File: src/rtl/dmem_rr_arbiter.sv
// Round-robin arbiter sharing one data-memory/atomic-unit port between CORE_NUMS cores.
// Each core posts a one-cycle request into its own slot; one transaction is in flight at a time.
module dmem_rr_arbiter #(
    parameter int CORE_NUMS      = 4,
    parameter int CORE_NUMS_BITS = 2,
    parameter int XLEN           = 32
) (
    input  logic                        clk_i,
    input  logic                        rst_i,
    input  logic [CORE_NUMS-1:0]        P_strobe_i,
    input  logic [CORE_NUMS*XLEN-1:0]   P_addr_i,
    input  logic [CORE_NUMS-1:0]        P_rw_i,
    input  logic [CORE_NUMS*XLEN-1:0]   P_data_i,
    input  logic [CORE_NUMS-1:0]        P_is_amo_i,
    input  logic [CORE_NUMS*5-1:0]      P_amo_type_i,
    output logic [CORE_NUMS-1:0]        P_done_o,
    output logic [XLEN-1:0]             P_data_o,
    output logic [CORE_NUMS_BITS-1:0]   M_core_id_o,
    output logic                        M_strobe_o,
    output logic [XLEN-1:0]             M_addr_o,
    output logic                        M_rw_o,
    output logic [XLEN-1:0]             M_data_o,
    output logic                        M_is_amo_o,
    output logic [4:0]                  M_amo_type_o,
    input  logic                        M_done_i,
    input  logic [XLEN-1:0]             M_data_i
);

    typedef enum logic [1:0] {S_IDLE, S_ISSUE, S_WAIT, S_RESP} state_t;

    state_t                       state_reg, state_next;
    logic [CORE_NUMS_BITS-1:0]    gnt_reg, gnt_next;
    logic [CORE_NUMS_BITS-1:0]    last_grant_reg, last_grant_next;
    logic [CORE_NUMS-1:0]         pend_reg, pend_clr, capture_en;
    logic [XLEN-1:0]              rdata_reg;

    logic [XLEN-1:0]              in_addr [CORE_NUMS];
    logic [XLEN-1:0]              in_data [CORE_NUMS];
    logic [4:0]                   in_type [CORE_NUMS];

    logic [XLEN-1:0]              addr_reg [CORE_NUMS];
    logic [XLEN-1:0]              data_reg [CORE_NUMS];
    logic [4:0]                   type_reg [CORE_NUMS];
    logic [CORE_NUMS-1:0]         rw_reg, amo_reg;

    logic                         sel_valid;
    logic [CORE_NUMS_BITS-1:0]    sel_idx, cand_idx;
    int                           cand;

    genvar gi;
    generate
        for (gi = 0; gi < CORE_NUMS; gi++) begin : g_core
            assign in_addr[gi]    = P_addr_i[gi*XLEN +: XLEN];
            assign in_data[gi]    = P_data_i[gi*XLEN +: XLEN];
            assign in_type[gi]    = P_amo_type_i[gi*5 +: 5];
            // A strobe from a core that is still pending is dropped; its slot stays intact.
            assign capture_en[gi] = P_strobe_i[gi] & ~pend_reg[gi];
            assign P_done_o[gi]   = (state_reg == S_RESP) && (gnt_reg == CORE_NUMS_BITS'(gi));
        end
    endgenerate

    always_ff @(posedge clk_i) begin
        if (rst_i) begin
            pend_reg <= '0;
        end else begin
            pend_reg <= (pend_reg | capture_en) & ~pend_clr;
        end
        for (int k = 0; k < CORE_NUMS; k++) begin
            if (capture_en[k]) begin
                addr_reg[k] <= in_addr[k];
                data_reg[k] <= in_data[k];
                type_reg[k] <= in_type[k];
                rw_reg[k]   <= P_rw_i[k];
                amo_reg[k]  <= P_is_amo_i[k];
            end
        end
    end

    // First pending core strictly after last_grant, wrapping around.
    always_comb begin
        sel_valid = 1'b0;
        sel_idx   = '0;
        cand      = 0;
        cand_idx  = '0;
        for (int i = 1; i <= CORE_NUMS; i++) begin
            cand = int'(last_grant_reg) + i;
            if (cand >= CORE_NUMS) cand = cand - CORE_NUMS;
            cand_idx = CORE_NUMS_BITS'(cand);
            if (!sel_valid && pend_reg[cand_idx]) begin
                sel_valid = 1'b1;
                sel_idx   = cand_idx;
            end
        end
    end

    always_ff @(posedge clk_i) begin
        if (rst_i) begin
            state_reg      <= S_IDLE;
            gnt_reg        <= '0;
            last_grant_reg <= CORE_NUMS_BITS'(CORE_NUMS - 1);
            rdata_reg      <= '0;
        end else begin
            state_reg      <= state_next;
            gnt_reg        <= gnt_next;
            last_grant_reg <= last_grant_next;
            if (state_reg == S_WAIT && M_done_i) rdata_reg <= M_data_i;
        end
    end

    always_comb begin
        state_next      = state_reg;
        gnt_next        = gnt_reg;
        last_grant_next = last_grant_reg;
        pend_clr        = '0;
        case (state_reg)
            S_IDLE: begin
                if (sel_valid) begin
                    gnt_next   = sel_idx;
                    state_next = S_ISSUE;
                end
            end
            S_ISSUE: state_next = S_WAIT;
            S_WAIT: begin
                if (M_done_i) state_next = S_RESP;
            end
            S_RESP: begin
                pend_clr[gnt_reg] = 1'b1;
                last_grant_next   = gnt_reg;
                state_next        = S_IDLE;
            end
            default: state_next = S_IDLE;
        endcase
    end

    // Request fields are held from the granted slot for the whole transaction.
    always_comb begin
        M_strobe_o   = (state_reg == S_ISSUE);
        M_core_id_o  = '0;
        M_addr_o     = '0;
        M_rw_o       = 1'b0;
        M_data_o     = '0;
        M_is_amo_o   = 1'b0;
        M_amo_type_o = '0;
        P_data_o     = '0;
        if (state_reg != S_IDLE) begin
            M_core_id_o  = gnt_reg;
            M_addr_o     = addr_reg[gnt_reg];
            M_rw_o       = rw_reg[gnt_reg];
            M_data_o     = data_reg[gnt_reg];
            M_is_amo_o   = amo_reg[gnt_reg];
            M_amo_type_o = type_reg[gnt_reg];
        end
        if (state_reg == S_RESP) P_data_o = rdata_reg;
    end

endmodule

File: config.mk
export PLATFORM = sky130hd
export DESIGN_NAME = dmem_rr_arbiter
export DESIGN_NICKNAME = d
export VERILOG_FILES = /design/src/rtl/dmem_rr_arbiter.sv
export SDC_FILE = /design/constraint.sdc
export NUM_CORES = 1
export LEC_CHECK = 0
export ABC_AREA = 1
export BUFFER_PORTS_ARGS = -buffer_cell sky130_fd_sc_hd__buf_4
export CAP_MARGIN = 0
export CORE_ASPECT_RATIO = 1.1
export CORE_MARGIN = 2
export CORE_UTILIZATION = 42
export CTS_CLUSTER_DIAMETER = 100
export DETAILED_ROUTE_END_ITERATION = 8
export PLACE_DENSITY_LB_ADDON = 0.08
export SYNTH_ARGS = -nofsm -noshare
export SYNTH_HDL_FRONTEND = slang
export SYNTH_SLANG_ARGS = --single-unit
export TNS_END_PERCENT = 100
File: constraint.sdc
create_clock -name clk_i -period 6.76 [get_ports clk_i]
set_clock_uncertainty 0.1 [all_clocks]
set_input_delay 0.338 -clock clk_i [delete_from_list [all_inputs] [get_ports clk_i]]
set_output_delay 0.338 -clock clk_i [all_outputs]
set_load 0.01 [all_outputs]
==> results of run 1 <==
[cell families after synthesis]
logic type      after synthesis  share of synthesized area
simple gates                454                      0.138
flops                       328                      0.721
compound gates              256                     0.0989
buf+inv                     121                     0.0378
fa+ha+maj                     5                    0.00479
[where the power goes]
group          leakage (nW)  total [mW]  internal (mW)  switching (mW)
sequential             3.07        2.53           2.39           0.134
combinational          5.11        2.06          0.859            1.20
clock                 0.512        1.76          0.997           0.760
[worst min-delay path by stage]
stage	from	to	slack [ps]	cells after the start
after floorplan	rst_i	pend_reg[0]$_SDFF_PP0_	320	1
after global placement	rdata_reg[2]$_SDFFE_PP0P_	rdata_reg[2]$_SDFFE_PP0P_	360	2
after detailed placement	rdata_reg[18]$_SDFFE_PP0P_	rdata_reg[18]$_SDFFE_PP0P_	370	2
after CTS	M_data_i[29]	rdata_reg[29]$_SDFFE_PP0P_	3	3
after global routing	M_data_i[10]	rdata_reg[10]$_SDFFE_PP0P_	20	3
final	M_data_i[10]	rdata_reg[10]$_SDFFE_PP0P_	20	3
[worst reg2reg max path, cell delays in order, from the launching register on]
cell,delay (ps)
dfxtp_1,390
inv_1,120
ha_1,250
nand2_1,690
inv_1,740
nor2_1,290
nor2_1,70
[final cells by class]
type                            instances  share of cell area
Sequential cell                       328               0.451
Clock inverter                         18             0.00372
Antenna cell                            9             0.00108
Inverter                               52             0.00972
Timing Repair Buffer                  757               0.310
Multi-Input combinational cell        715               0.153
Tap cell                              414              0.0248
Clock buffer                           45              0.0458
[through the flow]
stage          setup WS (ps)  power [mW]  cells
4_1_cts                 3060        6.36   2329
3_5_place_dp            3620        4.45   1953
6_report                3040        6.34   2338
2_1_floorplan           2780        3.58   1164
3_3_place_gp            3670        4.43   1953
5_1_grt                 2860        6.66   2335
[per-layer routing]
metal	vias to the layer above	routed length (µm)
met5	-	13
met4	2	1640
met3	110	3210
met2	499	21400
met1	5354	16900
li1	5430	-
[cells in the final DEF, fill, tap and decap left out, types with 3 or more instances in the layout]
master,count
a21oi_1,75
buf_4,444
clkbuf_1,8
clkbuf_16,37
clkinv_1,10
clkinv_2,8
dfxtp_1,42
diode_2,9
dlygate4sd3_1,313
edfxtp_1,284
ha_1,4
inv_1,47
inv_2,3
nand2_1,60
nand2_2,11
nand2_4,3
nand3_1,8
nor2_1,364
nor2_4,4
o21ai_0,173
o21ai_1,4
==> summary.txt, run 1 <==
Timing
  • Achievable Freq: 269 MHz
  • Setup TNS: 0 ps
  • Final Hold Viols: 0
  • Fin. max-slew vios: 0
  • Slew headroom: 0.222
  • Final period util: 0.551
  • Setup violations, final: 0
  • Worst hold slack: between 20 and 25 ps
  • Crit path time final: roughly 3700 ps
  • RSZ-0062 raised after global routing: false
  • Tightest Pin Transition: about 1200 ps

Finish
  • Layout cells sized above 1: 0.271
  • Area added between synthesis and finish: 59.7%
  • Design area: roughly 21000 µm²
  • Final core utilization: 0.684
  • Register Area: approximately 9400 µm²
  • Footprint of the multi-input gates: 3200 µm²
  • Nets: around 2.2k
  • Fill cell count: about 2.3k

Power
  • Pwr Density: 304 nW/µm²
  • Worst vdd ir: 213 µV
  • Pleak: roughly 8.7 nW

Worst setup path
  • CP Class: reg2out
  • Crit path cell chain: inv_4 -> buf_4 -> o21ai_0 -> a21oi_1 -> buf_4
  • Setup crit end: M_data_o[12]
  • FF-to-FF End: rdata_reg[30]$_SDFFE_PP0P_
  • Worst R2R Start: state_reg[0]$_SDFFE_PP0P_
  • Critical Path Sink Type: output pin
  • CP top delay family: buffers and inverters
  • Reg2reg setup slack: about 4000 ps
  • Crit-path max FO: 116
  • Levels on crit path: 5
  • Worst EP arrival: approximately 3300 ps
  • Top cell by count, worst path: buf_4
  • Worst r2r path cells: 6
  • Slowest CP cell: buf_4
  • Crit path largest cell delay: approximately 870 ps
  • Buf/Inv on CP: 3
  • WP data required: 6320 ps
  • Critical Path Start Type: register

Logic synthesis
  • Largest cells by area after synthesis: edfxtp_1 65%, nor2_1 11%, dfxtp_1 6.7%
  • Mapped cell area: 13100 µm²
  • Cell with the most instances after synthesis: nor2_1
  • Most instantiated cells after synthesis: 368 x nor2_1, 284 x edfxtp_1, 173 x o21ai_0
  • Synth warn: 0
  • Post-synth EDFFs: about 280
  • Post-synth ARST share: 0
  • Share of the synthesized area in the top cell type: 0.653
  • Flops & latches, synth: 328
  • Sequential fraction of the synthesis area: 0.721
  • Syn nets: 1492
  • Yosys cell types: 23
  • Syn Area/Cell: about 11 µm²
  • Synth Flop Type: edfxtp_1
  • Cell taking the most area after synthesis: edfxtp_1
  • Gate Count Post-Synth: between 1k and 1.5k

Route
  • Iteration-0 DRC Markers: between 800 and 900
  • Routed Antenna Nets: 0
  • Final wirelength: ~43000 µm
  • DRC violations left: 0
  • Via total after detailed routing: around 11k
  • Drt first pass iters: 5
  • Avg Vias per Cell: ~5
  • Wire per inst: roughly 18 µm

Worst hold path
  • Hold Crit Class: in2reg

Floorplan
  • Io pins: approximately 430
  • Die Ht: ~190 µm
  • Num rows: 67
  • Die ar.: ~33000 µm²
  • Core ar.: between 30000 and 40000 µm²
  • Die X: 172 µm
  • Initial core utilization: 0.428

Place
  • RD Place Congestion: 0.795
  • PortBufs: roughly 430
  • DPL Wire Length: 25600 µm
  • Placed instance area: 16700 µm²

CTS
  • Clock Latency Late Sink: 500 ps
  • Clk sinks: ~330
  • CTS tree: done
  • Resize count post-CTS: 0
  • Clk slew on worst S/H paths: around 60 ps
  • Root buffer cell: clkbuf_16
  • Longest Clk Path Bufs: 3
  • Post-CTS Setup Inserts: 0
  • Hold_buf cts: 313
  • Num CTS Buffers: 36
  • Htree depth: 2

Global routing
  • First-pass GRT wire length: between 60000 and 70000 µm
  • Vias in the first global route: roughly 12k
  • Global route overflow: 0
  • GRT met1 Usage: 0.311
  • Grt met3 use: 0.0640
  • GRT Total Usage: 0.261
  • Layer with the highest usage: met2
  • M2 GR Usage: 0.454
  • Initial antenna violation count: 9
  • Largest net degree at the start of global routing: ~120

Run
  • Max Cap Viol: 0

Status
  • Outcome: completed
No activity file was read; power rests on OpenSTA's default activity.
==> run 2: changes to the inputs <==
clock period = 3.9 ns   (was 6.76 ns; I/O delays follow)
==> summary.txt, run 2 (same netlist as run 1, synthesis figures left out) <==
Timing
  • Fin. max-slew vios: 0 (unchanged)
  • Achievable Freq: 346 MHz
  • Final Hold Viols: 0 (unchanged)
  • Slew headroom: 0.232 (+0.00974)
  • RSZ-0062 raised after global routing: false
  • Crit path time final: 2890 ps
  • Final period util: 0.741
  • Setup violations, final: 0 (unchanged)
  • Tightest Pin Transition: 1150 ps (-15.9 ps)
  • Setup TNS: 0 ps (unchanged)

Route
  • Iteration-0 DRC Markers: 667 (-25%)
  • Wire per inst: 18.4 µm (-0.43%)
  • Avg Vias per Cell: 4.89 (+0.24%)
  • Via total after detailed routing: 11.4k (+0.46%)
  • Final wirelength: 43000 µm (-0.22%)
  • DRC violations left: 0 (unchanged)
  • Drt first pass iters: 4 (-1)
  • Routed Antenna Nets: 0 (unchanged)

CTS
  • Htree depth: 2 (unchanged)
  • Resize count post-CTS: 0 (unchanged)
  • Root buffer cell: clkbuf_16
  • Num CTS Buffers: 36 (unchanged)
  • Longest Clk Path Bufs: 3 (unchanged)
  • Clock Latency Late Sink: 500 ps (about the same)
  • Clk slew on worst S/H paths: 60 ps (about the same)
  • Clk sinks: 328 (unchanged)
  • CTS tree: done

Finish
  • Area added between synthesis and finish: 61.1%
  • Nets: 2230 (+0.54%)
  • Commonest non-fill, non-tap cell in the layout: buf_4
  • Register Area: 9420 µm² (unchanged)
  • Layout cells sized above 1: 0.271 (-0.000369)
  • Fin cells: 2343 (+0.21%)
  • Footprint of the multi-input gates: 3200 µm² (unchanged)
  • Fill cell count: 2252 (-3.1%)
  • Commonest cells after routing, fill and taps aside: 444 x buf_4, 364 x nor2_1, 323 x dlygate4sd3_1

Power
  • Pleak: 8.77 nW (+0.90%)
  • Comb power frac: 0.329 (+0.005)
  • Net Switching: 3.64 mW (+74%)
  • Pwr Density: 531 nW/µm² (+75%)
  • Int Pwr: 7.54 mW (+77%)
  • Power share of the clock group: 0.286 (+0.009)
  • Worst vdd ir: 494 µV (+130%)
  • Part of the power in registers: 0.385 (-0.014)
  • Switch share: 0.326 (-0.00378)

Worst setup path
  • Critical Path Start Type: register
  • Crit path cell chain: inv_4 -> buf_12 -> o21ai_0 -> a21oi_1 -> buf_4
  • Worst EP arrival: 2600 ps (-680 ps)
  • Slowest CP cell: inv_4
  • Critical Path Sink Type: output pin
  • WP data required: 3610 ps (-2710 ps)
  • Crit-path max FO: 79 (-32%)
  • CP Class: reg2out
  • Worst R2R Start: state_reg[0]$_SDFFE_PP0P_
  • Crit path largest cell delay: 600 ps (-270 ps)

Floorplan
  • Num rows: 67 (unchanged)
  • Core ar.: 30500 µm² (unchanged)
  • Die Ht: 189 µm (unchanged)
  • Io pins: 433 (unchanged)
  • Die X: 172 µm (unchanged)
  • Die ar.: 32500 µm² (unchanged)
  • Initial core utilization: 0.428 (unchanged)

Global routing
  • GRT Total Usage: 0.261 (-0.000733)
  • Largest net degree at the start of global routing: 80 (-32%)
  • Vias in the first global route: 11.8k (-2.3%)
  • First-pass GRT wire length: 64900 µm (+0.44%)
  • Global route overflow: 0 (unchanged)
  • Initial antenna violation count: 6 (-3)

Place
  • RD Place Congestion: 0.868 (+9.2%)
  • PortBufs: 432 (unchanged)
  • DPL Wire Length: 25500 µm (-0.54%)
  • Placed Cells: 1955 (+0.10%)

Run
  • Max Cap Viol: 0 (unchanged)

Status
  • Outcome: completed

Worst hold path
  • Worst hold start: P_addr_i[61]
  • Hold Crit Class: in2reg
-- run 2: repair_timing --
item | CTS | global route
endpoints found under the hold margin | 325 | 0
hold buffers | 323 | 0
buffers inserted | 0 | 0
-- run 2: through the flow --
stage | setup WS, ps | util | cell area (µm²) | total power [mW] | hold slack [ps]
6_report | 1010 | 0.689 | 21000 | 11.2 | 297
5_1_grt | 880 | 0.689 | 21000 | 11.7 | 287
4_1_cts | 972 | 0.689 | 21000 | 11.2 | 278
3_5_place_dp | 1530 | 0.548 | 16700 | 7.75 | 274
3_3_place_gp | 1530 | 0.548 | 16700 | 7.72 | 273
2_1_floorplan | 15.5 | - | 13100 | 6.19 | 173
-- run 2: layout make-up --
class,instances,area share
antenna,4,0.000476
clock buffer,51,0.0475
clock inverter,10,0.00404
inverter,52,0.00964
multi-input combinational,715,0.152
sequential,328,0.448
tap,414,0.0246
timing repair buffer,769,0.314
-- run 2: power groups by stage --
stage	combinational [mW]	sequential [mW]	clock, mW
floorplan	1.89	4.30	0
global route	4.02	4.33	3.39
detailed placement	3.37	4.38	0
global placement	3.35	4.37	0
finish	3.67	4.31	3.20
CTS	3.67	4.30	3.24
-- run 2: critical path, delay by kind of cell, from the launching register on --
family          cells  cell delay, ps
compound gates      2             470
buf+inv             3            1100
flops               1             450
-- run 2: final timing paths --
kind                                                    to  slack (ps)  cells past startpoint
worst min-delay path             addr_reg[1][29]$_DFFE_PP_         300                      2
worst min register to register  rdata_reg[28]$_SDFFE_PP0P_         380                      2
worst max-delay path                          M_addr_o[10]        1010                      5
worst max register to register  rdata_reg[31]$_SDFFE_PP0P_        1690                      7
-- run 2: metal layers --
metal	routed length [µm]	vias up	track usage	part of all wire
met3	2780	102	0.0502	0.065
met1	16400	5397	0.310	0.38
met5	24	-	0	0.00056
met2	22200	490	0.468	0.52
met4	1550	4	0.0941	0.036
li1	-	5454	-	-
==> run 3: changes to the inputs <==
ABC_AREA = 0   (was 1)
clock period = 2.4 ns   (was 3.9 ns; I/O delays follow)
==> summary.txt, run 3 <==
Status
  • Outcome: aborted with a tool error
  • Last stage: clock tree synthesis (4_1_cts)
  • Error msg: [ERROR RSZ-0060] Max buffer count reached.

CTS
  • Root buffer cell: clkbuf_16
  • Resize count post-CTS: 0 (unchanged)
  • Htree depth: 2 (unchanged)
  • Clk sinks: 328 (unchanged)
  • Post-CTS Setup Inserts: 0 (unchanged)
  • Longest Clk Path Bufs: 3 (unchanged)
  • Num CTS Buffers: 36 (unchanged)
  • Hold_buf cts: 312 (-3.4%)

Logic synthesis
  • Multiplexer area fraction after synthesis: 0.127 (+0.127)
  • XOR/XNOR share of the synthesized area: 0 (unchanged)
  • Synth warn: 0 (unchanged)
  • Syn nets: 1032 (-31%)
  • Share of the synthesized area in the top cell type: 0.674 (+0.0213)
  • Cell taking the most area after synthesis: edfxtp_1
  • Post-synth ARST share: 0 (unchanged)
  • Largest family of logic cells by synthesized area: multiplexers
  • Most instantiated cells after synthesis: 284 x edfxtp_1, 80 x nor2b_1, 71 x mux4_2
  • Syn Area/Cell: 18.0 µm² (+60%)
  • Largest cells by area after synthesis: edfxtp_1 67%, mux4_2 13%, dfxtp_1 7.0%
  • Simple-gate portion of the synthesized area: 0.0855 (-0.0525)
  • Yosys cell types: 31 (+35%)
  • Sequential fraction of the synthesis area: 0.744 (+0.0235)
  • Gate Count Post-Synth: 704 (-40%)
  • Adder-cell share of the synthesized area: 0.00495 (+0.000156)
  • Flops & latches, synth: 328 (unchanged)
  • Mapped cell area: 12600 µm² (-3.2%)
  • Synth Flop Type: edfxtp_1
  • Compound-Gate Fraction of Synth Area: 0.0212 (-0.0777)
  • Post-synth EDFFs: 284 (unchanged)
  • Cell with the most instances after synthesis: edfxtp_1

Place
  • Placed instance area: 16500 µm² (-1.2%)
  • RD Place Congestion: 0.769 (-11%)
  • Dpl ws: 587 ps (-939 ps)
  • DPL Wire Length: 23300 µm (-8.4%)
  • PortBufs: 432 (unchanged)

Floorplan
  • Die X: 169 µm (-1.6%)
  • Die Ht: 186 µm (-1.6%)
  • Io pins: 433 (unchanged)
  • Num rows: 66 (-1.5%)
  • Initial core utilization: 0.427 (-0.00135)
[run 3: metrics by stage]
step	hold WS [ps]	utilization	std cells
2_1_floorplan	119	-	704
3_3_place_gp	198	0.557	1490
3_5_place_dp	199	0.557	1490
[run 3: logic make-up after synthesis]
logic type	after synthesis
muxes	72
and+or+nand+nor	205
adders and majority gates	5
DFF	328
AOI/OAI and AO/OA	47
buffers and inverters	47
==> run 4: changes to the inputs <==
CORE_ASPECT_RATIO = not set   (was 1.1)
CORE_UTILIZATION = 27   (was 42)
CTS_CLUSTER_DIAMETER = not set   (was 100)
PLACE_DENSITY_LB_ADDON = 0.15   (was 0.08)
clock period = 3.1 ns   (was 2.4 ns; I/O delays follow)
==> summary.txt, run 4 <==
Status
  • Outcome: completed

Finish
  • Commonest cells after routing, fill and taps aside: 445 x buf_4, 355 x dlygate4sd3_1, 284 x edfxtp_1
  • Area added between synthesis and finish: 69.1%
  • Nets: around 1.8k
  • Commonest non-fill, non-tap cell in the layout: buf_4
  • Layout cells sized above 1: 0.375
  • Fin cells: 2142

Power
  • Switch share: 0.283
  • Comb power frac: 0.303
  • Net Switching: between 3 and 4 mW
  • Int Pwr: 9.95 mW
  • Power share of the clock group: 0.304
  • Total chip power: ~14 mW
  • Pleak: between 8 and 9 nW
  • Part of the power in registers: 0.392
  • Worst vdd ir: about 460 µV
  • Pwr Density: 649 nW/µm²

Floorplan
  • Initial core utilization: 0.273 (-0.154)
  • Num rows: 79 (+20%)
  • Io pins: 433 (unchanged)
  • Die ar.: 48600 µm²
  • Core ar.: ~46000 µm²
  • Die X: 220 µm (+30%)
  • Die Ht: 220 µm (+19%)

Run
  • Max Cap Viol: 0

CTS
  • Clk slew on worst S/H paths: approximately 60 ps
  • Post-CTS Setup Inserts: 0 (unchanged)
  • Num CTS Buffers: 38 (+5.6%)
  • Clock Latency Late Sink: 530 ps
  • Resize count post-CTS: 0 (unchanged)
  • Hold_buf cts: 355 (+14%)
  • Root buffer cell: clkbuf_16
  • Longest Clk Path Bufs: 3 (unchanged)
  • Htree depth: 2 (unchanged)
  • CTS tree: done
  • Clk sinks: 328 (unchanged)

Place
  • Placed Cells: 1718 (+15%)
  • DPL Wire Length: 25500 µm (+9.4%)
  • PortBufs: 432 (unchanged)
  • RD Place Congestion: 0.732 (-4.8%)

Logic synthesis
  • Post-synth ARST share: 0 (unchanged)
  • Cell taking the most area after synthesis: edfxtp_1
  • Synth Flop Type: edfxtp_1
  • Syn nets: 1032 (unchanged)
  • Sequential fraction of the synthesis area: 0.744 (unchanged)
  • Yosys cell types: 31 (unchanged)
  • Largest cells by area after synthesis: edfxtp_1 67%, mux4_2 13%, dfxtp_1 7.0%
  • Gate Count Post-Synth: 704 (unchanged)
  • Mapped cell area: 12600 µm² (unchanged)
  • Flops & latches, synth: 328 (unchanged)
  • Synth warn: 0 (unchanged)
  • Share of the synthesized area in the top cell type: 0.674 (unchanged)
  • Cell with the most instances after synthesis: edfxtp_1
  • Post-synth EDFFs: 284 (unchanged)
  • Syn Area/Cell: 18.0 µm² (unchanged)
  • Most instantiated cells after synthesis: 284 x edfxtp_1, 80 x nor2b_1, 71 x mux4_2

Timing
  • RSZ-0062 raised after global routing: false
  • Setup TNS: 0 ps
  • Achievable Freq: 374 MHz
  • Setup violations, final: 0
  • Final period util: 0.862
  • Final Hold Viols: 0
  • Fin. max-slew vios: 0
  • Tightest Pin Transition: 706 ps
  • Slew headroom: 0.529
  • Crit path time final: between 2000 and 3000 ps

Worst setup path
  • Critical Path Start Type: register
  • WP data required: roughly 2800 ps
  • CP Class: reg2out
  • Critical Path Sink Type: output pin
  • Worst EP arrival: roughly 2400 ps
  • Crit-path max FO: 28

Route
  • Routed Antenna Nets: 0
  • Drt first pass iters: 6
  • Final wirelength: 40300 µm
  • Iteration-0 DRC Markers: approximately 410
  • Wire per inst: between 15 and 20 µm
  • DRC violations left: 0
  • Via total after detailed routing: roughly 9k
  • Avg Vias per Cell: around 4.3

Global routing
  • Initial antenna violation count: 3
  • Largest net degree at the start of global routing: between 50 and 60
  • First-pass GRT wire length: around 60000 µm
  • Vias in the first global route: approximately 10k
  • GRT Total Usage: 0.163
  • Global route overflow: 0

Worst hold path
  • Hold Crit Class: in2reg
[run 4: cell counts after synthesis]
Identical to the previous run, type by type.
[run 4: cell families (layout without fill, tap and decap cells)]
kind of cell               after synthesis  count (layout)  synth area share
muxes                                   72              72             0.127
AOI/OAI and AO/OA                       47              47            0.0212
and+or+nand+nor                        205             205            0.0855
adders and majority gates                5               5           0.00495
DFF                                    328             328             0.744
buffers and inverters                   47             875            0.0171
other                                    0               3                 0
[run 4: final timing paths]
path / startpoint / to / slack [ps] / cells past startpoint
max: register / M_addr_o[17] / 430 / 4
max reg2reg: pend_reg[2]$_SDFF_PP0_ / state_reg[1]$_SDFFE_PP0P_ / 940 / 5
min reg2reg: state_reg[0]$_SDFFE_PP0P_ / state_reg[0]$_SDFFE_PP0P_ / 440 / 2
min: P_addr_i[59] / addr_reg[1][27]$_DFFE_PP_ / 230 / 2
[run 4: worst max-delay path, stage by stage (launching register included)]
cell,delay [ps]
dfxtp_4,640
buf_12,310
mux4_2,560
nor2b_1,160
buf_4,170
[run 4: area by class of cell]
| type | count | area [µm²] |
|---|---|---|
| fillers | 4102 | 25000 |
| flip-flops and latches | 328 | 9420 |
| repair buffers | 804 | 6970 |
| multi-input cells | 329 | 3060 |
| clock buffers | 49 | 1010 |
| well taps | 607 | 759 |
| clock inverters | 17 | 126 |
| inverters | 5 | 18.8 |
| diodes | 3 | 7.51 |
[run 4: power groups by stage]
stage / clock network, mW / registers [mW] / logic [mW]
4_1_cts: 4.37 / 5.46 / 4.31
5_1_grt: 4.54 / 5.50 / 4.55
2_1_floorplan: 0 / 5.35 / 2.21
3_5_place_dp: 0 / 5.55 / 3.89
3_3_place_gp: 0 / 5.54 / 3.89
6_report: 4.22 / 5.44 / 4.21
[run 4: layer usage]
metal | vias to the layer above | track usage | share of wire
li1 | 4292 | - | -
met1 | 4466 | 0.194 | 0.40
met2 | 297 | 0.289 | 0.52
met3 | 53 | 0.0337 | 0.059
met4 | 0 | 0.0588 | 0.023
met5 | - | 0 | 0
[run 4: stage by stage]
| stage | hold slack (ps) | cell area [µm²] | setup slack [ps] | util |
|---|---|---|---|---|
| finish | 228 | 21400 | 427 | 0.461 |
| CTS | 184 | 21400 | 293 | 0.461 |
| floorplan | 154 | 12700 | 346 | - |
| detailed placement | 234 | 16700 | 907 | 0.360 |
| global route | 205 | 21400 | 245 | 0.461 |
| global placement | 233 | 16700 | 906 | 0.360 |
